==> src/rtl/issue_arbiter.sv <==
// Issue arbiter: grants int/ls/mult/div issue queues against a shared
// common data bus (CDB) reservation shift register.
// Optional divider path is compiled in with `define ISSUE_ARBITER_DIV_EN.
module issue_arbiter #(
  parameter int unsigned LAT_MULT = 4,
  parameter int unsigned LAT_DIV  = 7
) (
  input  logic               clk,
  input  logic               reset_n,
  input  logic               issueint_ready,
  input  logic               issuels_ready,
  input  logic               issuemult_ready,
  input  logic               issuediv_ready,
  output logic               issueint_done,
  output logic               issuels_done,
  output logic               issuemult_done,
  output logic               issuediv_done,
  output logic [LAT_DIV-1:0] cdb_resv,
  output logic               div_busy
);

  // Round-robin pointer for the int/ls pair sharing CDB slot 1.
  typedef enum logic {
    RR_INT = 1'b0,
    RR_LS  = 1'b1
  } rr_t;

  rr_t               rr;
  rr_t               rr_next;
  logic [LAT_DIV-1:0] resv;
  logic [LAT_DIV-1:0] resv_next;

  logic int_grant;
  logic ls_grant;
  logic mult_grant;
  logic div_grant;
  logic div_busy_int;

  logic slot1_free;
  logic mult_slot_free;

  assign slot1_free     = ~resv[0];
  assign mult_slot_free = ~resv[LAT_MULT-1];

  // int/ls arbitration for slot 1; pointer only moves on real contention.
  always_comb begin
    int_grant = 1'b0;
    ls_grant  = 1'b0;
    rr_next   = rr;
    if (reset_n && slot1_free) begin
      if (issueint_ready && issuels_ready) begin
        if (rr == RR_INT) begin
          int_grant = 1'b1;
          rr_next   = RR_LS;
        end else begin
          ls_grant  = 1'b1;
          rr_next   = RR_INT;
        end
      end else if (issueint_ready) begin
        int_grant = 1'b1;
      end else if (issuels_ready) begin
        ls_grant = 1'b1;
      end
    end
  end

  // Multiplier is fully pipelined: only the CDB slot gates it.
  always_comb begin
    mult_grant = reset_n & issuemult_ready & mult_slot_free;
  end

`ifdef ISSUE_ARBITER_DIV_EN
  logic [3:0] busy_cnt;
  logic       div_slot_free;

  assign div_slot_free = ~resv[LAT_DIV-1];
  assign div_busy_int  = (busy_cnt != '0);

  // Divider grant: unit idle and its far CDB slot unclaimed.
  always_comb begin
    div_grant = reset_n & issuediv_ready & ~div_busy_int & div_slot_free;
  end

  // Non-pipelined divider occupancy counter.
  always_ff @(posedge clk or negedge reset_n) begin
    if (!reset_n) begin
      busy_cnt <= '0;
    end else if (div_grant) begin
      busy_cnt <= 4'(LAT_DIV - 1);
    end else if (busy_cnt != '0) begin
      busy_cnt <= busy_cnt - 4'd1;
    end
  end
`else
  logic unused_div_ready;

  assign unused_div_ready = issuediv_ready;
  assign div_busy_int     = 1'b0;

  // Divider path not built: never granted.
  always_comb begin
    div_grant = 1'b0;
  end
`endif

  // Reservation shift: every slot moves one cycle closer; a grant of
  // latency L lands at bit L-2 because it is L-1 cycles ahead next cycle.
  // Latency-1 grants need no future reservation.
  always_comb begin
    resv_next = {1'b0, resv[LAT_DIV-1:1]};
    if (mult_grant) begin
      resv_next[LAT_MULT-2] = 1'b1;
    end
    if (div_grant) begin
      resv_next[LAT_DIV-2] = 1'b1;
    end
  end

  // State register for pointer and reservations.
  always_ff @(posedge clk or negedge reset_n) begin
    if (!reset_n) begin
      rr   <= RR_INT;
      resv <= '0;
    end else begin
      rr   <= rr_next;
      resv <= resv_next;
    end
  end

  assign issueint_done  = int_grant;
  assign issuels_done   = ls_grant;
  assign issuemult_done = mult_grant;
  assign issuediv_done  = div_grant;
  assign cdb_resv       = resv;
  assign div_busy       = reset_n & div_busy_int;

endmodule

==> config.mk <==
export PLATFORM = sky130hd
export DESIGN_NAME = issue_arbiter
export DESIGN_NICKNAME = d
export VERILOG_FILES = /design/src/rtl/issue_arbiter.sv
export SDC_FILE = /design/constraint.sdc
export NUM_CORES = 1
export LEC_CHECK = 0
export BUFFER_PORTS_ARGS = -buffer_cell sky130_fd_sc_hd__buf_4
export CORE_AREA = 2 2 39 41
export CTS_BUF_LIST = sky130_fd_sc_hd__clkbuf_16
export DETAILED_ROUTE_END_ITERATION = 12
export DIE_AREA = 0 0 41 43
export GPL_ROUTABILITY_DRIVEN = 0
export PLACE_DENSITY_LB_ADDON = 0.05
export RECOVER_POWER = 100
export SYNTH_ARGS = -nofsm -noshare
export SYNTH_HDL_FRONTEND = slang
export SYNTH_SLANG_ARGS = --single-unit
==> constraint.sdc <==
create_clock -name clk -period 1.1 [get_ports clk]
set_input_delay 0.11 -clock clk [delete_from_list [all_inputs] [get_ports clk]]
set_output_delay 0.11 -clock clk [all_outputs]
set_load 0.005 [all_outputs]
Word level (Yosys, flattened, before mapping):

Cells that the tools add are included.

* register bits after elaboration: 4
* output and inout bits: 12
* word-level logic and storage cells: 17

* muxes and demuxes: 10
* bitwise logic cells: 2
* reduce and logical (&&, ||, !) cells: 3

Operators with widths (number)
* 2-to-1 mux 1 bit: 10
* logical AND 1 bit: 2
* AND reduction 2 bit: 1
* bitwise AND 1 bit: 1
* inverter 1 bit: 1

Depth between registers and ports, before layout:

Gate-level depths: netlist (run 1).

* word-level depth: 4
* gate-level depth with buffers: 2

Least setup slack after synthesis (run 1):

No wires, ideal clock.

* path type: reg2reg
* start: register resv[0], in the netlist cdb_resv[0]
* end: register rr
* setup time: 123 ps
* arrival time: 687 ps
* path slack: 291 ps
* stages on the path, launching flop included: 3
* buffers on the path: 0
* period minus slack after synthesis: 809 ps
* path through: dfrtp_1 -> nand4b_1 -> xnor2_1

* word-level cells in the longest chain between the ends: 3

RTL lines
* from (decl): RTL line 30 `logic [LAT_DIV-1:0] resv;`
* from (signal assigned): RTL line 126 `resv <= resv_next;`
* inverter 1 bit: RTL line 42 `assign slot1_free = ~resv[0];`
* logical AND 1 bit: RTL line 50 `if (reset_n && slot1_free) begin`
* AND reduction 2 bit (no line)
* to (signal assigned): RTL line 125 `rr <= rr_next;`
* to (decl): RTL line 28 `rr_t rr;`

Every way passes these cells.
A chain may end at the register's enable or synchronous reset.

Worst setup path in the final report (run 1):

* start: register rr
* end: output issuels_done

* word-level cells in the longest chain between the ends: 3

RTL lines
* 2-to-1 mux 1 bit: RTL line 52 `if (rr == RR_INT) begin`
* 2-to-1 mux 1 bit: RTL line 51 `if (issueint_ready && issuels_ready) begin`
* 2-to-1 mux 1 bit: RTL line 50
* to (decl): RTL line 15 `output logic issuels_done,`

Every way passes these cells.

==> reports/results.env, run 1 <==
STATUS='finished, violations left'
VIOLATIONS='negative setup slack'
POWER_DENSITY_RELATIVE_TO_CELL_AREA_nW_PER_UM2=2290
SYNTH_ENABLE_FLOP_CELLS=0
TOTALPOWERFINAL_uW=864
WORST_PATH_MAX_DELAY_CELL='sky130_fd_sc_hd__dfrtp_1'
NUM_PORTS=18
HOLD_START='issuemult_ready'
PLACEMENT_ROWS=14
CTS-ROOT-TO-SINK-BUFFERS=2
POWER_FRAC_CLOCK_PCT=64.7
FMAX_MHz=881
DETAIL_ROUTE.WL_PER_CELL_UM=8.10
CTS_NUM_SINKS=4
NETLIST_TOP_CELLS_COUNT='6 x sky130_fd_sc_hd__buf_4, 4 x sky130_fd_sc_hd__dfrtp_1, 2 x sky130_fd_sc_hd__and3_1'
GRT_SETUP_UNREPAIRED='yes'
WORST_SLACK_PS=-34.7
SHARE_OF_FINAL_LAYOUT_STANDARD_CELLS_STRONGER_THAN_DRIVE_STRENGTH_1_PCT=48.5
TOTAL_SWITCHING_POWER_uW=151
ROUTED_WIRELENGTH_UM=397
SYN_INST=19
SYN_AREA_PER_CELL_UM2=10.6
PERIOD_MINUS_SLACK_PS=1130
CTS_TREE='yes'
SYN2LAYOUT_AREA_GROWTH_PCT=87.6
CELL_INTERNAL_PWR_uW=712
FINALMAXSLEWVIOLATIONS=0
N_ANTENNA_CELL=0
SYNTH_TOP_AREA_CELL='sky130_fd_sc_hd__dfrtp_1'
SEQUENTIAL_CELL_AREA_UM2=100
CLK_PIN_SLEW_PS=30
GRT_START_MAX_NET_PINS=8
POWER.SWITCHING_FRACTION_PCT=17.5
PLACED_CELLS_INCL_TAPS=44
WORSTPATHARRIVAL_PS=1020
HP-CLASS='primary input to flip-flop'
DESIGN.DIE.AREA_UM2=1760
SYNTH.LIB_CELLS_USED.DISTINCT=10
CP_CAPTURE_TYPE='output pin'
CRITICAL-PATH-MAX-STAGE-DELAY_PS=390
GRT_FIRST_PASS_WIRELENGTH_UM=579
POST_LAYOUT_NONFILLER_INSTANCES=49
CTS_ROOT_BUFFER='sky130_fd_sc_hd__clkbuf_16'
YOSYSSEQAREASHARE_PCT=49.7
CRIT_START='rr$_DFFE_PN0P_'
GRT_USE_TOTAL_PCT=5.53
AREA_OF_THE_CORE_REGION_UM2=1380
MAXIMUM_RESISTIVE_DROP_ON_VDD_mV=0.966
SETUP-VIOLATIONS-FINAL=1
ANT_NETS=0
SYNTHDOMINANTCELLAREASHARE_PCT=49.7
DETAIL_ROUTE.VIAS_PER_CELL=3.37
DRT_FIRST_PASS_ITERS=1
SYNTHARSTFLOPSHARE_PCT=100
LAYOUT.NETS=41
DETAILED_PLACE_HPWL_UM=293
SYNTH_TOP_AREA_CELLS='sky130_fd_sc_hd__dfrtp_1 50%, sky130_fd_sc_hd__buf_4 22%, sky130_fd_sc_hd__and3_1 6.2%'
CP_MAX_FO=3
SYNTH_MOST_COMMON_CELL='sky130_fd_sc_hd__buf_4'
MULTI_INPUT_GATE_AREA_UM2=90.1
SYNTH-SEQ-CELLS=4
LEAKAGE_POWER_nW=0.191
LAYOUT_WORST_PATH_CYCLE_SHARE_PCT=103
CELL_BY_CELL_TRACE_OF_THE_CRITICAL_PATH='nand2b_4 -> and3_4 -> buf_6'
TRITONCTS.NUM_BUFFERS=3
YOSYSWARNINGS=0
ANTENNA_FOUND_INITIAL=0
GLOBAL_ROUTE.OVERFLOW_TOTAL=0
CHIPWIDTH_UM=41
WORSTSETUPPATHTYPE='flip-flop to output pin'
FILLERS=147
FIRST_GLOBAL_VIAS=160
CELL_FAMILY_WITH_THE_LARGEST_SHARE_OF_CRITICAL_PATH_DELAY='flip-flops'
TIMING.FINAL.HOLD_VIOLATIONS=0
POSTLAYOUTCOREUTIL_PCT=27.3
H_TREE_LEVEL_COUNT=1
CLOCK_INSERTION_DELAY_WORST_SKEW_PS=220
SYNTHESIS.AREA_UM2=201
DIE_H_UM=43
REG2REG_FROM='cdb_resv[0]$_DFF_PN0_'
CRITICAL_PATH.N_BUFFERS_INVERTERS=1
MAXCAP_VIOL_COUNT=0
DRC=0
START_UTIL_PCT=14.6
SEQ_POWER_SHARE_PCT=22.3
DRT-INITIAL-DRC-COUNT=0
YOSYS_MOST_USED_DFF='sky130_fd_sc_hd__dfrtp_1'
SHARE_COMB_OF_TOTAL_POWER_PCT=13.0
CLOCK-SKEW-FINAL_PS=2.09
NATURE_OF_THE_CRITICAL_PATH_STARTPOINT='flip-flop'
PORT-BUFFER-COUNT=10
CP_DATA_REQUIRED_TIME_PS=990
ROUTE.VIAS.TOTAL=165
metrics by stage:
step	setup WS, ps	setup TNS (ps)	hold WS [ps]	cell area [um2]
after floorplan	291	0	-186	220
after global placement	196	0	-79.1	270
after detailed placement	185	0	-78.9	270
after CTS	-27.8	-27.8	-311	353
after global routing	-69.0	-93.7	174	378
final	-34.7	-34.7	136	378
worst paths after layout:
| path | cells past startpoint | slack (ps) | endpoint |
|---|---|---|---|
| worst max-delay path | 3 | -30 | issuels_done |
| worst min-delay path | 2 | 140 | cdb_resv[2]$_DFF_PN0_ |
| worst max register to register | 3 | 140 | rr$_DFFE_PN0P_ |
| worst min register to register | 0 | 370 | cdb_resv[0]$_DFF_PN0_ |
| max in group asynchronous | 2 | 580 | cdb_resv[1]$_DFF_PN0_ |
| min in group asynchronous | 2 | 350 | cdb_resv[2]$_DFF_PN0_ |
kinds of logic after synthesis:
| family | share of synthesized area (%) |
|---|---|
| AND/OR/NAND/NOR | 21.7 |
| buffers and inverters | 22.4 |
| flip-flops | 49.7 |
| XOR/XNOR | 4.35 |
| other | 1.86 |
worst register-to-register path, cell delays in order (launching register included):
cell	delay, ps
sky130_fd_sc_hd__dfrtp_1	370
sky130_fd_sc_hd__clkbuf_4	140
sky130_fd_sc_hd__nand4b_1	180
sky130_fd_sc_hd__xnor2_1	150
sequential cells by signal, summed over array words and instances (netlist names):
name      count
rr            1
cdb_resv      3
power by group through the flow:
| stage | clock [mW] | sequential [mW] | combinational, mW |
|---|---|---|---|
| floorplan | 0 | 0.191 | 0.0580 |
| global placement | 0 | 0.193 | 0.0843 |
| detailed placement | 0 | 0.193 | 0.0857 |
| CTS | 0.569 | 0.191 | 0.0891 |
| global route | 0.584 | 0.197 | 0.126 |
| finish | 0.559 | 0.193 | 0.112 |
what timing repair did:
action                     CTS  global route
resized for setup            0             4
pin swaps                    1             2
setup endpoints to repair    2             2
hold endpoints to repair     4             4
setup buffers                1             0
layout make-up:
class | instances | area share [%]
flip-flops and latches | 4 | 26.5
repair buffers | 12 | 24.5
multi-input cells | 14 | 23.8
clock buffers | 3 | 19.9
well taps | 16 | 5.30
cells in the final DEF, fill, tap and decap left out:
cell type                       count
sky130_fd_sc_hd__nor2b_2            1
sky130_fd_sc_hd__buf_4              5
sky130_fd_sc_hd__and3_1             1
sky130_fd_sc_hd__buf_6              1
sky130_fd_sc_hd__conb_1             6
sky130_fd_sc_hd__xnor2_1            1
sky130_fd_sc_hd__and2_0             1
sky130_fd_sc_hd__nand2b_4           1
sky130_fd_sc_hd__dlygate4sd3_1      1
sky130_fd_sc_hd__nand4b_1           1
sky130_fd_sc_hd__clkbuf_1           1
sky130_fd_sc_hd__nand2_1            1
sky130_fd_sc_hd__clkbuf_4           4
sky130_fd_sc_hd__clkbuf_16          3
sky130_fd_sc_hd__and3_4             1
sky130_fd_sc_hd__dfrtp_1            4
per-layer routing:
metal  part of all wire (%)  global-route usage [%]
met1                     35                    6.15
met2                     44                    6.56
met3                     22                    4.71
met4                      0                    4.00
met5                      0                       0
(Power assumes the default switching activity.)
==> inputs of run 2 (changes only) <==
CORE_AREA = 10 10 47 49   (was 2 2 39 41)
DIE_AREA = 0 0 57 59   (was 0 0 41 43)
==> reports/results.env, run 2 (synthesized netlist as in run 1, its figures left out) <==
WORSTSETUPPATHTYPE='flip-flop to output pin'
GLOBAL_ROUTE.USAGE.MET3_PCT=3.43  # -1.3 points
FMAX_MHz=893  # +1.3%
GRT_USE_TOTAL_PCT=3.60  # -1.9 points
MOSTFREQUENTLAYOUTCELL='sky130_fd_sc_hd__buf_4'
SHARE_COMB_OF_TOTAL_POWER_PCT=10.9  # -2.1 points
POWER_DENSITY_RELATIVE_TO_CELL_AREA_nW_PER_UM2=2310  # +1.0%
ROUTED_WIRELENGTH_UM=538  # +36%
FF2FF_PATH_DEPTH=3  # unchanged
CHIPWIDTH_UM=57  # +39%
VIOLATIONS='negative setup slack'
TIMING.FINAL.HOLD_VIOLATIONS=0  # unchanged
CLK_PIN_SLEW_PS=30  # about the same
DETAIL_ROUTE.VIAS_PER_CELL=3.37  # unchanged
CRITICAL_PATH.REG2REG.ENDPOINT='rr$_DFFE_PN0P_'
DESIGN.DIE.AREA_UM2=3360  # +91%
TRITONCTS.NUM_BUFFERS=3  # unchanged
CLOCK-SKEW-FINAL_PS=0.637  # -1.46 ps
GLOBAL_ROUTE.OVERFLOW_TOTAL=0  # unchanged
CTS_ROOT_BUFFER='sky130_fd_sc_hd__clkbuf_16'
GRT_SETUP_UNREPAIRED='yes'
ROUTE.VIAS.TOTAL=165  # unchanged
CLOCK_INSERTION_DELAY_WORST_SKEW_PS=220  # about the same
WORST_SLACK_PS=-19.8  # +14.9 ps
LAYOUT_WORST_PATH_CYCLE_SHARE_PCT=102  # -1.4 points
LAYOUT.NETS=41  # unchanged
PERIOD_MINUS_SLACK_PS=1120  # -14.9 ps
POWER.SWITCHING_FRACTION_PCT=17.7  # +0.19 points
LEAKAGE_POWER_nW=0.190  # -0.80%
PLACEMENT_ROWS=14  # unchanged
GR-USAGE-MET2_PCT=5.89  # -0.67 points
HP-CLASS='primary input to flip-flop'
N_ANTENNA_CELL=0  # unchanged
MAXIMUM_RESISTIVE_DROP_ON_VDD_mV=0.810  # -16%
CTS_TREE='yes'
CP_DATA_REQUIRED_TIME_PS=990  # about the same
DPL_WORST_SLACK_PS=184  # -0.719 ps
FINALMAXSLEWVIOLATIONS=0  # unchanged
STATUS='finished, violations left'
WORSTPATHARRIVAL_PS=1010  # about the same
ANT_NETS=0  # unchanged
FIRST_GLOBAL_VIAS=201  # +26%
CELL_INTERNAL_PWR_uW=694  # -2.5%
DRT_FIRST_PASS_ITERS=1  # unchanged
AREA_OF_THE_CORE_REGION_UM2=1400  # +1.3%
GRT_FIRST_PASS_WIRELENGTH_UM=862  # +49%
MAXCAP_VIOL_COUNT=0  # unchanged
POWER_FRAC_CLOCK_PCT=66.4  # +1.7 points
USE_MET1_PCT=2.39  # -3.8 points
POSTLAYOUTCOREUTIL_PCT=26.1  # -1.2 points
REG2REG_FROM='cdb_resv[0]$_DFF_PN0_'
LARGEST_REG_FLOPS=3  # unchanged
DETAIL_ROUTE.WL_PER_CELL_UM=11.0  # +36%
CTS-ROOT-TO-SINK-BUFFERS=2  # unchanged
NUM_PORTS=18  # unchanged
DIE_H_UM=59  # +37%
SHARE_OF_FINAL_LAYOUT_STANDARD_CELLS_STRONGER_THAN_DRIVE_STRENGTH_1_PCT=45.5  # -3.0 points
CRIT_START='rr$_DFFE_PN0P_'
ANTENNA_FOUND_INITIAL=0  # unchanged
START_UTIL_PCT=14.4  # -0.18 points
MOSTFREQUENTLAYOUTCELLS='7 x sky130_fd_sc_hd__buf_4, 6 x sky130_fd_sc_hd__conb_1, 4 x sky130_fd_sc_hd__dfrtp_1, 4 x sky130_fd_sc_hd__clkbuf_4, 3 x sky130_fd_sc_hd__clkbuf_16'
DRT-INITIAL-DRC-COUNT=0  # unchanged
HOLD_START='issuemult_ready'
CRITPATHCAPTURE='issuels_done'
SYN2LAYOUT_AREA_GROWTH_PCT=81.4
CP_CAPTURE_TYPE='output pin'
CTS_NUM_SINKS=4  # unchanged
CP_MAX_FO=3  # unchanged
GLOBALROUTE.BUSIESTLAYER='met2'
H_TREE_LEVEL_COUNT=1  # unchanged
TOTAL_SWITCHING_POWER_uW=149  # -1.3%
FILLERS=164  # +12%
NATURE_OF_THE_CRITICAL_PATH_STARTPOINT='flip-flop'
DRC=0  # unchanged
GRT_START_MAX_NET_PINS=5  # -3
PORT-BUFFER-COUNT=10  # unchanged
SETUP-VIOLATIONS-FINAL=1  # unchanged
SEQ_POWER_SHARE_PCT=22.7  # +0.4 points
R2R_SETUP_SLK_PS=140  # about the same
[run 2: changes by cell type in the layout (fill, tap and decap cells not counted)]
cell	change
sky130_fd_sc_hd__and3_1	+1
sky130_fd_sc_hd__and3_4	-1
sky130_fd_sc_hd__buf_4	+2
sky130_fd_sc_hd__buf_6	-1
sky130_fd_sc_hd__clkbuf_1	-1
sky130_fd_sc_hd__nand2b_1	+1
sky130_fd_sc_hd__nand2b_4	-1
[run 2: repair_timing]
action / 4_1_cts / 5_1_grt
hold endpoints to repair: 4 / 0
gates cloned: 0 / 0
buffers inserted: 1 / 0
resized for setup: 0 / 1
endpoints found under the setup margin: 2 / 2
hold buffers: 1 / 0
pin swaps: 1 / 1
[run 2: how the worst min path moves through the flow]
stage	to	slack (ps)	cells past startpoint
after global placement	rr$_DFFE_PN0P_	-80	1
after floorplan	cdb_resv[0]$_DFF_PN0_	-190	0
after detailed placement	rr$_DFFE_PN0P_	-80	1
final	cdb_resv[2]$_DFF_PN0_	140	2
after global routing	cdb_resv[2]$_DFF_PN0_	180	2
after CTS	cdb_resv[2]$_DFF_PN0_	130	2
[run 2: layout make-up]
type,instances,area [um2],share of cell area [%]
multi-input cells,14,77.6,21.2
clock buffers,3,75.1,20.5
well taps,16,20.0,5.48
repair buffers,12,92.6,25.3
flip-flops and latches,4,100,27.4
[run 2: worst max-delay path: stages, from the launching register on]
cell and delay [ps]:
sky130_fd_sc_hd__dfrtp_1 390, sky130_fd_sc_hd__nand2b_1 140, sky130_fd_sc_hd__and3_1 130, sky130_fd_sc_hd__buf_4 130
[run 2: routing by layer]
metal | wire [um] | vias up | part of all wire [%]
met3 | 76 | 0 | 14
met1 | 172 | 76 | 32
li1 | - | 76 | -
met2 | 289 | 13 | 54
met4 | 0 | 0 | 0
met5 | 0 | - | 0
[run 2: power by group through the flow]
stage | sequential, mW | combinational (mW) | clock (mW)
detailed placement | 0.193 | 0.0885 | 0
global placement | 0.193 | 0.0861 | 0
global route | 0.194 | 0.108 | 0.587
CTS | 0.192 | 0.0949 | 0.570
finish | 0.192 | 0.0916 | 0.560
floorplan | 0.191 | 0.0580 | 0
[run 2: through the flow]
| stage | cell area [um2] | hold WS [ps] | std cells | setup TNS (ps) | power (mW) |
|---|---|---|---|---|---|
| 5_1_grt | 365 | 181 | 49 | -80.5 | 0.889 |
| 2_1_floorplan | 220 | -186 | 24 | 0 | 0.249 |
| 6_report | 365 | 143 | 49 | -19.8 | 0.844 |
| 4_1_cts | 363 | 129 | 49 | -30.3 | 0.856 |
| 3_5_place_dp | 270 | -80.0 | 44 | 0 | 0.282 |
| 3_3_place_gp | 270 | -80.4 | 44 | 0 | 0.279 |
==> inputs of run 3 (changes only) <==
BUFFER_PORTS_ARGS = not set   (was -buffer_cell sky130_fd_sc_hd__buf_4)
CORE_AREA = 2 2 39 41   (was 10 10 47 49)
DIE_AREA = 0 0 41 43   (was 0 0 57 59)
DONT_BUFFER_PORTS = 1   (was not set)
==> reports/results.env, run 3 (synthesized netlist as in run 1, its figures left out) <==
STATUS='finished, final reports clean'
GRT_FIRST_PASS_WIRELENGTH_UM=503  # -42%
CTS_TREE='yes'
CRITICAL-PATH-MAX-STAGE-DELAY_PS=390  # about the same
DRT-INITIAL-DRC-COUNT=1  # +1
PERIOD_MINUS_SLACK_PS=1050  # -71.2 ps
DETAILED_PLACE_HPWL_UM=249
DESIGN.DIE.AREA_UM2=1760  # -48%
TRITONCTS.NUM_BUFFERS=3  # unchanged
DETAIL_ROUTE.WL_PER_CELL_UM=9.05  # -18%
MOSTFREQUENTLAYOUTCELLS='6 x sky130_fd_sc_hd__conb_1, 4 x sky130_fd_sc_hd__dfrtp_1, 3 x sky130_fd_sc_hd__clkbuf_16, 2 x sky130_fd_sc_hd__and3_1'
CELL_INTERNAL_PWR_uW=667  # -3.9%
GRT_SETUP_UNREPAIRED='no'
AREA_OF_THE_CORE_REGION_UM2=1380  # -1.2%
CLOCK_INSERTION_DELAY_WORST_SKEW_PS=220  # about the same
H_TREE_LEVEL_COUNT=1  # unchanged
POWER_DENSITY_RELATIVE_TO_CELL_AREA_nW_PER_UM2=2890  # +25%
SETUP-TNS-FINAL_PS=0  # +19.8 ps
NUMBER_OF_INSTANCES_RESIZED_DURING_POST_CTS_REPAIR=0  # unchanged
PLACEMENT_ROWS=14  # unchanged
CP_MAX_FO=3  # unchanged
GRT_START_MAX_NET_PINS=5  # unchanged
WORSTSETUPPATHTYPE='flip-flop to output pin'
DRT_FIRST_PASS_ITERS=2  # +1
CTS_ROOT_BUFFER='sky130_fd_sc_hd__clkbuf_16'
LAYOUT.NETS=30  # -27%
FIRST_GLOBAL_VIAS=123  # -39%
NATURE_OF_THE_CRITICAL_PATH_STARTPOINT='flip-flop'
CELL_BY_CELL_TRACE_OF_THE_CRITICAL_PATH='nor2b_1 -> and3_1'
CP_CAPTURE_TYPE='output pin'
ROUTED_WIRELENGTH_UM=344  # -36%
SETUP-VIOLATIONS-FINAL=0  # -1
ANTENNA_FOUND_INITIAL=0  # unchanged
PORT-BUFFER-COUNT=0  # -10
WORST_SLACK_PS=51.4  # +71.2 ps
HP-CLASS='primary input to flip-flop'
SEQ_POWER_SHARE_PCT=23.7  # +1.0 points
GLOBAL_ROUTE.OVERFLOW_TOTAL=0  # unchanged
CHIPWIDTH_UM=41  # -28%
MOSTFREQUENTLAYOUTCELL='sky130_fd_sc_hd__conb_1'
MAXCAP_VIOL_COUNT=0  # unchanged
DRC=0  # unchanged
FILLERS=145  # -12%
GRT_USE_TOTAL_PCT=5.13  # +1.5 points
WORST_PATH_MAX_DELAY_CELL='sky130_fd_sc_hd__dfrtp_1'
MAXIMUM_RESISTIVE_DROP_ON_VDD_mV=1.01  # +25%
NUM_PORTS=18  # unchanged
FMAX_MHz=954  # +6.8%
LAYOUT_WORST_PATH_CYCLE_SHARE_PCT=95.3  # -6.5 points
HOLD_WS_PS=79.2  # -63.7 ps
TOTAL_SWITCHING_POWER_uW=141  # -5.3%
CTS_NUM_SINKS=4  # unchanged
LARGEST_REG_FLOPS=3  # unchanged
CLOCK-SKEW-FINAL_PS=2.13  # +1.49 ps
SHARE_OF_FINAL_LAYOUT_STANDARD_CELLS_STRONGER_THAN_DRIVE_STRENGTH_1_PCT=13.6  # -32 points
N_ANTENNA_CELL=0  # unchanged
START_UTIL_PCT=14.6  # +0.18 points
CLK_PIN_SLEW_PS=30  # about the same
LEAKAGE_POWER_nW=0.135  # -29%
TIMING.FINAL.HOLD_VIOLATIONS=0  # unchanged
WORSTPATHARRIVAL_PS=940  # -70 ps
POWER_FRAC_CLOCK_PCT=69.9  # +3.5 points
DETAIL_ROUTE.VIAS_PER_CELL=3.37  # about the same
SHARE_COMB_OF_TOTAL_POWER_PCT=6.4  # -4.5 points
CTS-ROOT-TO-SINK-BUFFERS=2  # unchanged
ANT_NETS=0  # unchanged
SYN2LAYOUT_AREA_GROWTH_PCT=39.1
CP_DATA_REQUIRED_TIME_PS=990  # about the same
DIE_H_UM=43  # -27%
FINALMAXSLEWVIOLATIONS=0  # unchanged
POWER.SWITCHING_FRACTION_PCT=17.5  # -0.21 points
ROUTE.VIAS.TOTAL=128  # -22%
DPL_WORST_SLACK_PS=240  # +55.9 ps
run 3: cell count changes in the layout (fill, tap and decap cells not counted), sizes merged:
cell	delta
clkbuf	-4
buf	-7
run 3: cell type report:
| cell class | count | area (um2) | share of cell area [%] |
|---|---|---|---|
| Sequential cell | 4 | 100 | 35.7 |
| Multi-Input combinational cell | 14 | 75.1 | 26.8 |
| Clock buffer | 3 | 75.1 | 26.8 |
| Tap cell | 16 | 20.0 | 7.14 |
| Timing Repair Buffer | 1 | 10.0 | 3.57 |
run 3: worst paths after layout:
check / slack (ps) / cells after the start / from / endpoint
worst min-delay path: 80 / 2 / issueint_ready / rr$_DFFE_PN0P_
max in group asynchronous: 760 / 1 / reset_n / cdb_resv[2]$_DFF_PN0_
min in group asynchronous: 160 / 1 / reset_n / rr$_DFFE_PN0P_
worst max-delay path: 50 / 2 / cdb_resv[0]$_DFF_PN0_ / issueint_done
worst max register to register: 240 / 2 / cdb_resv[0]$_DFF_PN0_ / rr$_DFFE_PN0P_
worst min register to register: 390 / 0 / cdb_resv[1]$_DFF_PN0_ / cdb_resv[0]$_DFF_PN0_
run 3: per-layer routing:
metal | routed length (um) | GRT usage (%) | up-vias
met1 | 104 | 4.85 | 57
met2 | 126 | 5.31 | 15
met3 | 102 | 6.81 | 2
met5 | 0 | 0 | -
li1 | - | - | 54
met4 | 10 | 4.00 | 0
run 3: what timing repair did:
item / in CTS / in global routing
hold buffers: 1 / 0
buffers inserted: 0 / 0
endpoints found under the setup margin: 0 / 2
endpoints found under the hold margin: 4 / 0
run 3: power by group through the flow:
stage	Combinational, mW	Sequential [mW]	Clock (mW)
2_1_floorplan	0.0580	0.191	0
3_3_place_gp	0.0471	0.194	0
3_5_place_dp	0.0469	0.194	0
4_1_cts	0.0531	0.192	0.574
5_1_grt	0.0608	0.196	0.590
6_report	0.0520	0.191	0.565
run 3: stage by stage:
| step | power (mW) | area [um2] | utilization (%) | cells |
|---|---|---|---|---|
| final | 0.809 | 280 | 20.3 | 38 |
| after global routing | 0.846 | 280 | 20.3 | 38 |
| after global placement | 0.241 | 195 | 14.1 | 34 |
| after floorplan | 0.249 | 220 | - | 24 |
| after detailed placement | 0.241 | 195 | 14.1 | 34 |
| after CTS | 0.820 | 280 | 20.3 | 38 |
run 3: worst max-delay path, delay by kind of cell, from the launching register on:
family | cells | cell delay [ps]
simple gates | 2 | 320
flops | 1 | 390
